===== config.mk =====
export PLATFORM = sky130hd
export DESIGN_NAME = mem_rmw_ctrl
export DESIGN_NICKNAME = d
export VERILOG_FILES = /design/src/rtl/mem_rmw_ctrl.sv
export SDC_FILE = /design/constraint.sdc
export NUM_CORES = 1
export LEC_CHECK = 0
export CORE_UTILIZATION = 63
export DETAILED_ROUTE_END_ITERATION = 6
export DONT_BUFFER_PORTS = 1
export PLACE_DENSITY = 0.79
export SYNTH_ARGS = -nofsm -noshare
export SYNTH_HDL_FRONTEND = slang
export SYNTH_SLANG_ARGS = --single-unit

===== constraint.sdc =====
create_clock -name clk -period 5.9 [get_ports clk]
set_input_delay 0.59 -clock clk [delete_from_list [all_inputs] [get_ports clk]]
set_output_delay 0.59 -clock clk [all_outputs]
set_load 0.01 [all_outputs]

===== src/rtl/mem_rmw_ctrl.sv =====
// Read-modify-write sequencer between the LSU and a word-only data RAM.
// Sub-word stores read the word, merge the new bytes, and write the word back.
module mem_rmw_ctrl #(
    parameter int WIDTH  = 32,
    parameter int RD_LAT = 1
) (
    input  logic             clk,
    input  logic             rst,
    input  logic             req_valid,
    output logic             req_ready,
    input  logic             sw,
    input  logic             sh,
    input  logic             sb,
    input  logic             ld,
    input  logic [WIDTH-1:0] addr,
    input  logic [WIDTH-1:0] din,
    output logic             resp_valid,
    output logic [WIDTH-1:0] resp_rdata,
    output logic [WIDTH-1:0] mem_addr,
    output logic             mem_re,
    output logic             mem_we,
    output logic [WIDTH-1:0] mem_wdata,
    input  logic [WIDTH-1:0] mem_rdata
);
    typedef enum logic [2:0] {IDLE, READ, WAIT, WRITE, DONE} state_t;
    typedef enum logic [2:0] {OP_NONE, OP_SW, OP_SH, OP_SB, OP_LD} op_t;

    localparam logic [2:0] CNT_LAST = 3'(RD_LAT - 1);

    state_t           state_reg;
    op_t              op_reg;
    op_t              op_next;
    logic [2:0]       cnt_reg;
    logic [WIDTH-1:0] addr_reg;
    logic [WIDTH-1:0] din_reg;
    logic [WIDTH-1:0] rd_reg;
    logic [WIDTH-1:0] rdata_reg;

    // Several flags may be set at once; the widest store wins.
    always_comb begin
        op_next = OP_NONE;
        if (sw)      op_next = OP_SW;
        else if (sh) op_next = OP_SH;
        else if (sb) op_next = OP_SB;
        else if (ld) op_next = OP_LD;
    end

    always_ff @(posedge clk or posedge rst) begin
        if (rst) begin
            state_reg <= IDLE;
            op_reg    <= OP_NONE;
            cnt_reg   <= '0;
            addr_reg  <= '0;
            din_reg   <= '0;
            rd_reg    <= '0;
            rdata_reg <= '0;
        end else begin
            case (state_reg)
                IDLE: begin
                    if (req_valid) begin
                        addr_reg <= addr;
                        din_reg  <= din;
                        op_reg   <= op_next;
                        case (op_next)
                            OP_SW:   state_reg <= WRITE;
                            OP_NONE: state_reg <= DONE;
                            default: state_reg <= READ;
                        endcase
                    end
                end
                READ: begin
                    cnt_reg   <= '0;
                    state_reg <= WAIT;
                end
                WAIT: begin
                    cnt_reg <= cnt_reg + 3'd1;
                    if (cnt_reg == CNT_LAST) begin
                        rd_reg <= mem_rdata;
                        if (op_reg == OP_LD) begin
                            rdata_reg <= mem_rdata;
                            state_reg <= DONE;
                        end else begin
                            state_reg <= WRITE;
                        end
                    end
                end
                WRITE:   state_reg <= DONE;
                DONE:    state_reg <= IDLE;
                default: state_reg <= IDLE;
            endcase
        end
    end

    assign req_ready  = (state_reg == IDLE);
    assign mem_re     = (state_reg == READ);
    assign mem_we     = (state_reg == WRITE);
    assign resp_valid = (state_reg == DONE);
    assign resp_rdata = rdata_reg;
    assign mem_addr   = {addr_reg[WIDTH-1:2], 2'b00};

    // Per-lane merge from latched registers only, so the word is stable during WRITE.
    for (genvar gi = 0; gi < 4; gi++) begin : g_lane
        logic sh_hit;
        logic sb_hit;
        assign sh_hit = (op_reg == OP_SH) && (addr_reg[1] == 1'(gi / 2));
        assign sb_hit = (op_reg == OP_SB) && (addr_reg[1:0] == 2'(gi));
        assign mem_wdata[8*gi +: 8] = (op_reg == OP_SW) ? din_reg[8*gi +: 8]     :
                                      sh_hit            ? din_reg[8*(gi%2) +: 8] :
                                      sb_hit            ? din_reg[7:0]           :
                                                          rd_reg[8*gi +: 8];
    end
endmodule

==> impl_metrics.yaml, run 1 <==
sta:
  fin_setup_tns_ns: 0
  finClkSkew_ns: 0.0112
  tightest_slew_ns: 0.899
  relSlewSlack: 0.400
  slew_violations: 0
  rsz0062_at_grt: "false"
  min_period_over_period: 0.524
  finalSetupViolCount: 0
  fin_crit_ns: 3.09
  final_hold_viol_count: 0
  fmax_mhz: 323
critical_path:
  required_ns: 5.31
  critPathBufInv: 0
  path_depth: 3
  worstRegToRegCells: 8
  path_cells: "nand2b_1 -> nor2_1 -> o21ai_0"
  critPathCaptureType: "output pin"
  path_class: "reg2out"
  crit_slowest_cell: "nor2_1"
  cp_top_family: "simple AND/OR/NAND/NOR gates"
  worst-path-max-fanout: 16
  r2r_slack_ns: 3.25
  worstPathArrival_ns: 2.50
  cpPeakStageDelay_ns: 0.78
  cp-start-kind: "register"
pwr:
  power_density_nw_per_um2: 658
  p_leak_uw: 0.00284
  ir_drop_mv: 0.345
detailed_routing:
  dr_wl_met3_um: 1080
  dr.pass1.iters: 4
  wl_met2_um: 6440
  vias: 3637
  topRoutingLayerUsed: "met4"
  drc: 0
  totalWireLength_um: 13200
  avgRoutedWirePerCell_um: 22.0
  m1WireLength_um: 5410
  routed_via_density: 6.06
  first_iter_violations: 166
  postRouteAntennaNets: 0
synth:
  synthFlopType: "dfrtp_1"
  yosys-top-cells-area: "dfrtp_1 54%, mux2_2 25%, buf_4 4.1%, mux2i_1 2.5%, o21ai_0 1.8%"
  async_flop_share: 1.00
  netlist_instances: 488
  synth_top_area_share: 0.538
  synthesis.area_um2: 6380
  yosys_warnings: 0
  synth_common_cells: "139 x mux2_2, 137 x dfrtp_1, 35 x buf_4"
  synth_top_cell_by_area: "dfrtp_1"
  synth.avg_cell_area_um2: 13.1
  ys_seq_area_frac: 0.538
  synth.most_common_cell: "mux2_2"
  synth-seq-cells: 137
  synth_edf_count: 0
  synth_cell_types: 38
die:
  design.core.area_um2: 9770
  start_util: 0.652
  die_w_um: 103
  rows: 36
  dieArea_um2: 10500
  die_h_um: 103
  io_pins: 203
place:
  post-dp-hpwl_um: 9280
  io_buffers: 0
  dpl.cell_count: 568
  placed_area_um2: 6210
  place_congestion: 0.879
grt:
  track_usage: 0.259
  grt_max_degree: 73
  grt_pass1_wl_um: 19800
  antenna_found_initial: 0
  overflow: 0
  grt_pass1_vias: 3672
clocking:
  cts_tree: "built"
  postCtsSetupBuffers: 0
  cts_root_buf: "clkbuf_8"
  clock_path_buffers: 2
  ctsResizeCount: 0
  clk_pin_slew_ns: 0.06
  hold_buffers: 0
  htreeDepth: 4
  cts_sinks: 137
  cts_buffers: 17
  clk_latency_ns: 0.51
final_layout:
  area_growth_pct: 5.83
  ff_latch_area_um2: 3430
  fin_nets: 559
  stdcell_count: 600
  design_area_um2: 6750
  n_antenna_cell: 0
  drive_gt1_frac: 0.392
  fill_cells: 691
  multi_input_area_um2: 2550
job:
  drv_cap: 0
min_path:
  hold_class: "in2async"
run_status:
  status: "completed"
## per-layer routing
| metal | global-route usage | vias up |
|---|---|---|
| met2 | 0.409 | 164 |
| met1 | 0.329 | 1820 |
| met5 | 0 | - |
| met4 | 0.105 | 0 |
| met3 | 0.0854 | 22 |
| li1 | - | 1631 |
## layout by cell type, fill, tap and decap left out, types with 2 or more instances in the layout
| cell type | count |
|---|---|
| ha_1 | 2 |
| o22ai_1 | 8 |
| clkbuf_16 | 16 |
| mux2i_1 | 16 |
| dfrtp_1 | 137 |
| clkbuf_1 | 3 |
| o21ai_0 | 23 |
| a21oi_1 | 18 |
| o2bb2a_1 | 8 |
| inv_1 | 6 |
| nor3_1 | 2 |
| conb_1 | 2 |
| nor3b_1 | 4 |
| buf_4 | 4 |
| mux2_1 | 6 |
| inv_6 | 5 |
| nand2_1 | 30 |
| clkinvlp_4 | 5 |
| nor2_1 | 7 |
| mux2_2 | 139 |
| nand3b_1 | 2 |
## cell families (layout without fill, tap and decap cells)
logic type                 Yosys count  in the layout  share of synthesized area
buffers and inverters               65             43                     0.0644
AOI/OAI and AO/OA                   62             62                     0.0599
muxes                              161            161                      0.281
and+or+nand+nor                     60             60                     0.0524
DFF                                137            137                      0.538
adders and majority gates            2              2                    0.00392
other                                1              2                   0.000588
## worst register-to-register path, stage by stage (launching register included)
cell and delay [ns]:
dfrtp_1 0.42, inv_1 0.08, ha_1 0.21, nand3b_4 0.11, nor3_4 0.11, buf_4 0.41
nand2_1 0.46, buf_4 0.39, mux2_1 0.35
## cell type report
cell class | instances | area share
multi-input combinational | 287 | 0.378
clock buffer | 20 | 0.0630
inverter | 7 | 0.00464
clock inverter | 12 | 0.0172
timing repair buffer | 4 | 0.00445
tap | 133 | 0.0247
sequential | 137 | 0.508
## worst paths after layout
path	end	from
worst max-delay path	mem_wdata[16]	op_reg[1]$_DFFE_PP0P_
worst min-delay path	addr_reg[16]$_DFFE_PP0P_	rst
worst max register to register	resp_rdata[19]$_DFFE_PP0P_	cnt_reg[0]$_DFFE_PP0P_
worst min register to register	rd_reg[6]$_DFFE_PP0P_	rd_reg[6]$_DFFE_PP0P_
max in group asynchronous	rd_reg[6]$_DFFE_PP0P_	rst
min in group clk	resp_rdata[31]$_DFFE_PP0P_	mem_rdata[31]
## power by group
group / total (µW) / switching, µW / internal, µW
registers: 1960 / 538 / 1430
clock network: 969 / 406 / 563
logic: 1510 / 738 / 773
## per-stage QoR
step	worst slack, ns	power, µW	util	hold WS, ns
detailed placement	3.24	3500	0.635	0.493
global route	2.54	4720	0.690	0.0715
global placement	3.35	3420	0.635	0.485
finish	2.81	4440	0.690	0.0333
floorplan	1.64	3290	-	0.475
CTS	2.80	4470	0.690	0.0410
Note: power is estimated with default switching activity, not from simulation.
==> inputs of run 2 (changes only) <==
clock period = 3.15 ns   (was 5.9 ns; I/O delays follow)
==> impl_metrics.yaml, run 2 (synthesis gave the netlist of run 1 again) <==
run_status:
  status: "completed"
sta:
  tightest_slew_ns: 0.940
  slew_violations: 0
  rsz0062_at_grt: "false"
  worst_slack_ns: 0.273
  finClkSkew_ns: 0.00711
  fmax_mhz: 348
  relSlewSlack: 0.372
  finalSetupViolCount: 0
  min_period_over_period: 0.913
  final_hold_viol_count: 0
  fin_setup_tns_ns: 0
  fin_crit_ns: 2.88
detailed_routing:
  routed_via_density: 5.87
  dr.pass1.iters: 4
  avgRoutedWirePerCell_um: 21.8
  first_iter_violations: 173
  vias: 4129
  postRouteAntennaNets: 0
  drc: 0
  totalWireLength_um: 15400
final_layout:
  ff_latch_area_um2: 3430
  multi_input_area_um2: 2550
  design_area_um2: 7810
  final_cell_mix: "139 x mux2_2, 137 x dfrtp_1, 99 x dlygate4sd3_1"
  fill_cells: 578
  fin_nets: 663
  drive_gt1_frac: 0.333
  area_growth_pct: 22.4
  n_antenna_cell: 0
  final_common_cell: "mux2_2"
critical_path:
  critPathCaptureType: "output pin"
  worstPathArrival_ns: 2.56
  cp-start-kind: "register"
  required_ns: 2.83
  crit_slowest_cell: "dfrtp_1"
  path_class: "reg2out"
  cpPeakStageDelay_ns: 0.70
  worstRegToRegCells: 4
  worst-path-max-fanout: 15
  path_cells: "and3b_1 -> nand2_1 -> mux2i_1 -> o21ai_0"
place:
  post-dp-hpwl_um: 9600
  placed_area_um2: 6280
  place_congestion: 0.796
  place_ws_ns: 0.937
  io_buffers: 0
die:
  die_h_um: 103
  dieArea_um2: 10500
  rows: 36
  start_util: 0.652
  die_w_um: 103
  io_pins: 203
  design.core.area_um2: 9770
clocking:
  hold_buffers: 99
  clk_latency_ns: 0.52
  clock_path_buffers: 2
  cts_tree: "built"
  cts_buffers: 17
  postCtsSetupBuffers: 0
  cts_sinks: 137
  htreeDepth: 4
  cts_root_buf: "clkbuf_8"
  clk_pin_slew_ns: 0.06
  ctsResizeCount: 0
grt:
  grt_pass1_wl_um: 23300
  track_usage: 0.305
  grt_max_degree: 43
  grt_pass1_vias: 4441
  antenna_found_initial: 0
  overflow: 0
pwr:
  power_density_nw_per_um2: 1090
  ir_drop_mv: 0.554
  p_leak_uw: 0.00329
min_path:
  hold_class: "in2reg"
  whs_path_depth: 2
job:
  drv_cap: 0
## run 2: final cells by class
class | count | area share
Clock inverter | 12 | 0.0117
Clock buffer | 20 | 0.0571
Sequential cell | 137 | 0.439
Timing Repair Buffer | 108 | 0.140
Inverter | 7 | 0.00385
Tap cell | 133 | 0.0213
Multi-Input combinational cell | 287 | 0.327
## run 2: power by group
group | internal, µW | switching (µW) | total, µW
combinational | 1560 | 1490 | 3060
clock | 1010 | 763 | 1780
sequential | 2670 | 1030 | 3700
total | 5250 | 3280 | 8530
## run 2: stage by stage
stage,util,cells,hold slack (ns),power [µW]
finish,0.799,704,0.0371,8530
global route,0.799,704,0.0494,9010
CTS,0.799,704,0.0319,8480
detailed placement,0.642,573,0.418,6570
global placement,0.642,573,0.413,6420
floorplan,-,489,0.447,6160
## run 2: worst max-delay path: cells and delay by family (launching register included)
kind / cells / cell delay (ns)
mux: 1 / 0.19
compound gates: 1 / 0.46
simple gates: 2 / 0.69
flops: 1 / 0.70
## run 2: final timing paths
path                                     startpoint                  endpoint  slack (ns)
min                                              sb     op_reg[0]$_DFFE_PP0P_        0.04
min reg2reg                   rd_reg[1]$_DFFE_PP0P_     rd_reg[1]$_DFFE_PP0P_        0.50
max reg2reg                state_reg[0]$_DFFE_PP0P_   din_reg[25]$_DFFE_PP0P_        0.89
max                           op_reg[2]$_DFFE_PP0P_             mem_wdata[19]        0.27
max in group asynchronous                       rst  addr_reg[23]$_DFFE_PP0P_        1.81
min in group asynchronous                       rst  addr_reg[18]$_DFFE_PP0P_        0.48
## run 2: metal layers
layer | track usage | wire [µm]
met2 | 0.511 | 7810
met5 | 0 | 0
met3 | 0.0963 | 1190
met4 | 0.138 | 442
met1 | 0.360 | 5910
==> inputs of run 3 (changes only) <==
CELL_PAD_IN_SITES_DETAIL_PLACEMENT = 2   (was unset)
CELL_PAD_IN_SITES_GLOBAL_PLACEMENT = 2   (was unset)
CORE_UTILIZATION = 37   (was 63)
PLACE_DENSITY = unset   (was 0.79)
PLACE_DENSITY_LB_ADDON = 0.1   (was unset)
clock period = 2.6 ns   (was 3.15 ns; I/O delays follow)
==> impl_metrics.yaml, run 3 (synthesis gave the netlist of run 1 again) <==
grt:
  grt_pass1_vias: 4770
  overflow: 0
  grt_pass1_wl_um: 27400
  grt_max_degree: 60
  antenna_found_initial: 0
  track_usage: 0.210
pwr:
  power_density_nw_per_um2: 1360
  ir_drop_mv: 0.598
  p_leak_uw: 0.00335
detailed_routing:
  first_iter_violations: 87
  routed_via_density: 5.14
  postRouteAntennaNets: 0
  wl_met2_um: 9260
  m1WireLength_um: 7120
  drc: 0
  dr_wl_met3_um: 1120
  dr.pass1.iters: 4
  topRoutingLayerUsed: "met4"
  totalWireLength_um: 17900
  avgRoutedWirePerCell_um: 22.6
  vias: 4072
critical_path:
  rr_startpoint: "cnt_reg[0]$_DFFE_PP0P_"
  worst-path-max-fanout: 16
  critPathBufInv: 0
  crit_slowest_cell: "or3b_2"
  worstPathArrival_ns: 2.21
  cp_top_family: "simple AND/OR/NAND/NOR gates"
  critPathCaptureType: "output pin"
  r2r_slack_ns: 0.66
  path_class: "reg2out"
  cp-start-kind: "register"
  worstRegToRegCells: 6
  rr_endpoint: "rd_reg[16]$_DFFE_PP0P_"
  path_cells: "or3b_2 -> a21oi_4 -> nand2_1 -> o21ai_0"
  required_ns: 2.34
  cpPeakStageDelay_ns: 0.55
run_status:
  status: "completed"
final_layout:
  fin_util: 0.481
  drive_gt1_frac: 0.341
  area_growth_pct: 25.9
  n_antenna_cell: 0
  final_cell_mix: "139 x mux2_2, 137 x dfrtp_1, 97 x dlygate4sd3_1"
  fin_nets: 664
  final_common_cell: "mux2_2"
die:
  io_pins: 203
  rows: 47
  start_util: 0.382
  dieArea_um2: 17800
  design.core.area_um2: 16700
  die_h_um: 133
  die_w_um: 133
sta:
  finClkSkew_ns: 0.0135
  fin_crit_ns: 2.47
  slew_violations: 0
  fin_setup_tns_ns: 0
  relSlewSlack: 0.590
  final_hold_viol_count: 0
  worst_slack_ns: 0.125
  min_period_over_period: 0.952
  fmax_mhz: 404
  tightest_slew_ns: 0.614
  rsz0062_at_grt: "false"
  finalSetupViolCount: 0
place:
  place_ws_ns: 0.444
  io_buffers: 0
  place_congestion: 0.735
  post-dp-hpwl_um: 11900
clocking:
  clk_latency_ns: 0.43
  htreeDepth: 4
  cts_root_buf: "clkbuf_16"
  clk_pin_slew_ns: 0.07
  cts_buffers: 17
  clock_path_buffers: 2
  cts_sinks: 137
  cts_tree: "built"
min_path:
  whs_path_depth: 2
  holdPathEnd: "op_reg[2]$_DFFE_PP0P_"
  hold_class: "in2reg"
  hold_start: "ld"
job:
  drv_cap: 0
==> run 3: cell types whose count changed in the layout (fill, tap and decap cells not counted), sizes merged, moves of 2 or more <==
cell,delta
buf,+3
dlygate4sd3,-2
inv,+3
clkinvlp,-3
bufinv,+3
clkbuf,-2
==> run 3: worst register-to-register path, delay by kind of cell, from the launching register on <==
family | cells | cell delay [ns]
adders and majority gates | 1 | 0.22
and+or+nand+nor | 2 | 0.24
DFF | 1 | 0.43
buffers and inverters | 2 | 0.51
muxes | 1 | 0.43
==> run 3: area by class of cell <==
class / instances / area (µm²)
multi-input combinational: 287 / 2560
sequential: 137 / 3430
inverter: 7 / 30.0
tap: 220 / 275
fill: 1638 / 8670
timing repair buffer: 109 / 1110
clock buffer: 18 / 439
clock inverter: 14 / 185
==> run 3: report_power, final <==
part	switching (µW)	leakage [µW]	internal [µW]
sequential	1170	0.00162	3240
combinational	1990	0.00143	1950
clock	997	0.000302	1560
==> run 3: stage by stage <==
step / cell area (µm²) / hold WS, ns / std cells / total power (µW)
finish: 8030 / 0.0318 / 792 / 10900
global route: 8030 / 0.0407 / 792 / 11500
detailed placement: 6420 / 0.221 / 663 / 8250
global placement: 6420 / 0.214 / 663 / 8070
CTS: 8030 / 0.0266 / 792 / 11000
floorplan: 6380 / 0.392 / 489 / 7460
==> run 3: how the worst max path moves through the flow <==
stage,end,cells past startpoint,from
after floorplan,addr_reg[0]$_DFFE_PP0P_,1,rst
after global placement,mem_wdata[14],3,op_reg[0]$_DFFE_PP0P_
after detailed placement,mem_wdata[13],3,op_reg[1]$_DFFE_PP0P_
after CTS,mem_wdata[7],3,op_reg[1]$_DFFE_PP0P_
after global routing,mem_wdata[20],4,op_reg[1]$_DFFE_PP0P_
final,mem_wdata[9],4,op_reg[0]$_DFFE_PP0P_
==> run 3: what timing repair did <==
item,CTS,global route
resized for setup,1,1
cloned,0,0
hold endpoints to repair,150,0
hold buffers,97,0
setup buffers,0,0
setup endpoints to repair,8,1
==> run 3: routing by layer <==
metal | track usage | up-vias
met5 | 0 | -
met4 | 0.0840 | 0
met3 | 0.0639 | 23
met2 | 0.365 | 154
met1 | 0.241 | 2056
li1 | - | 1839
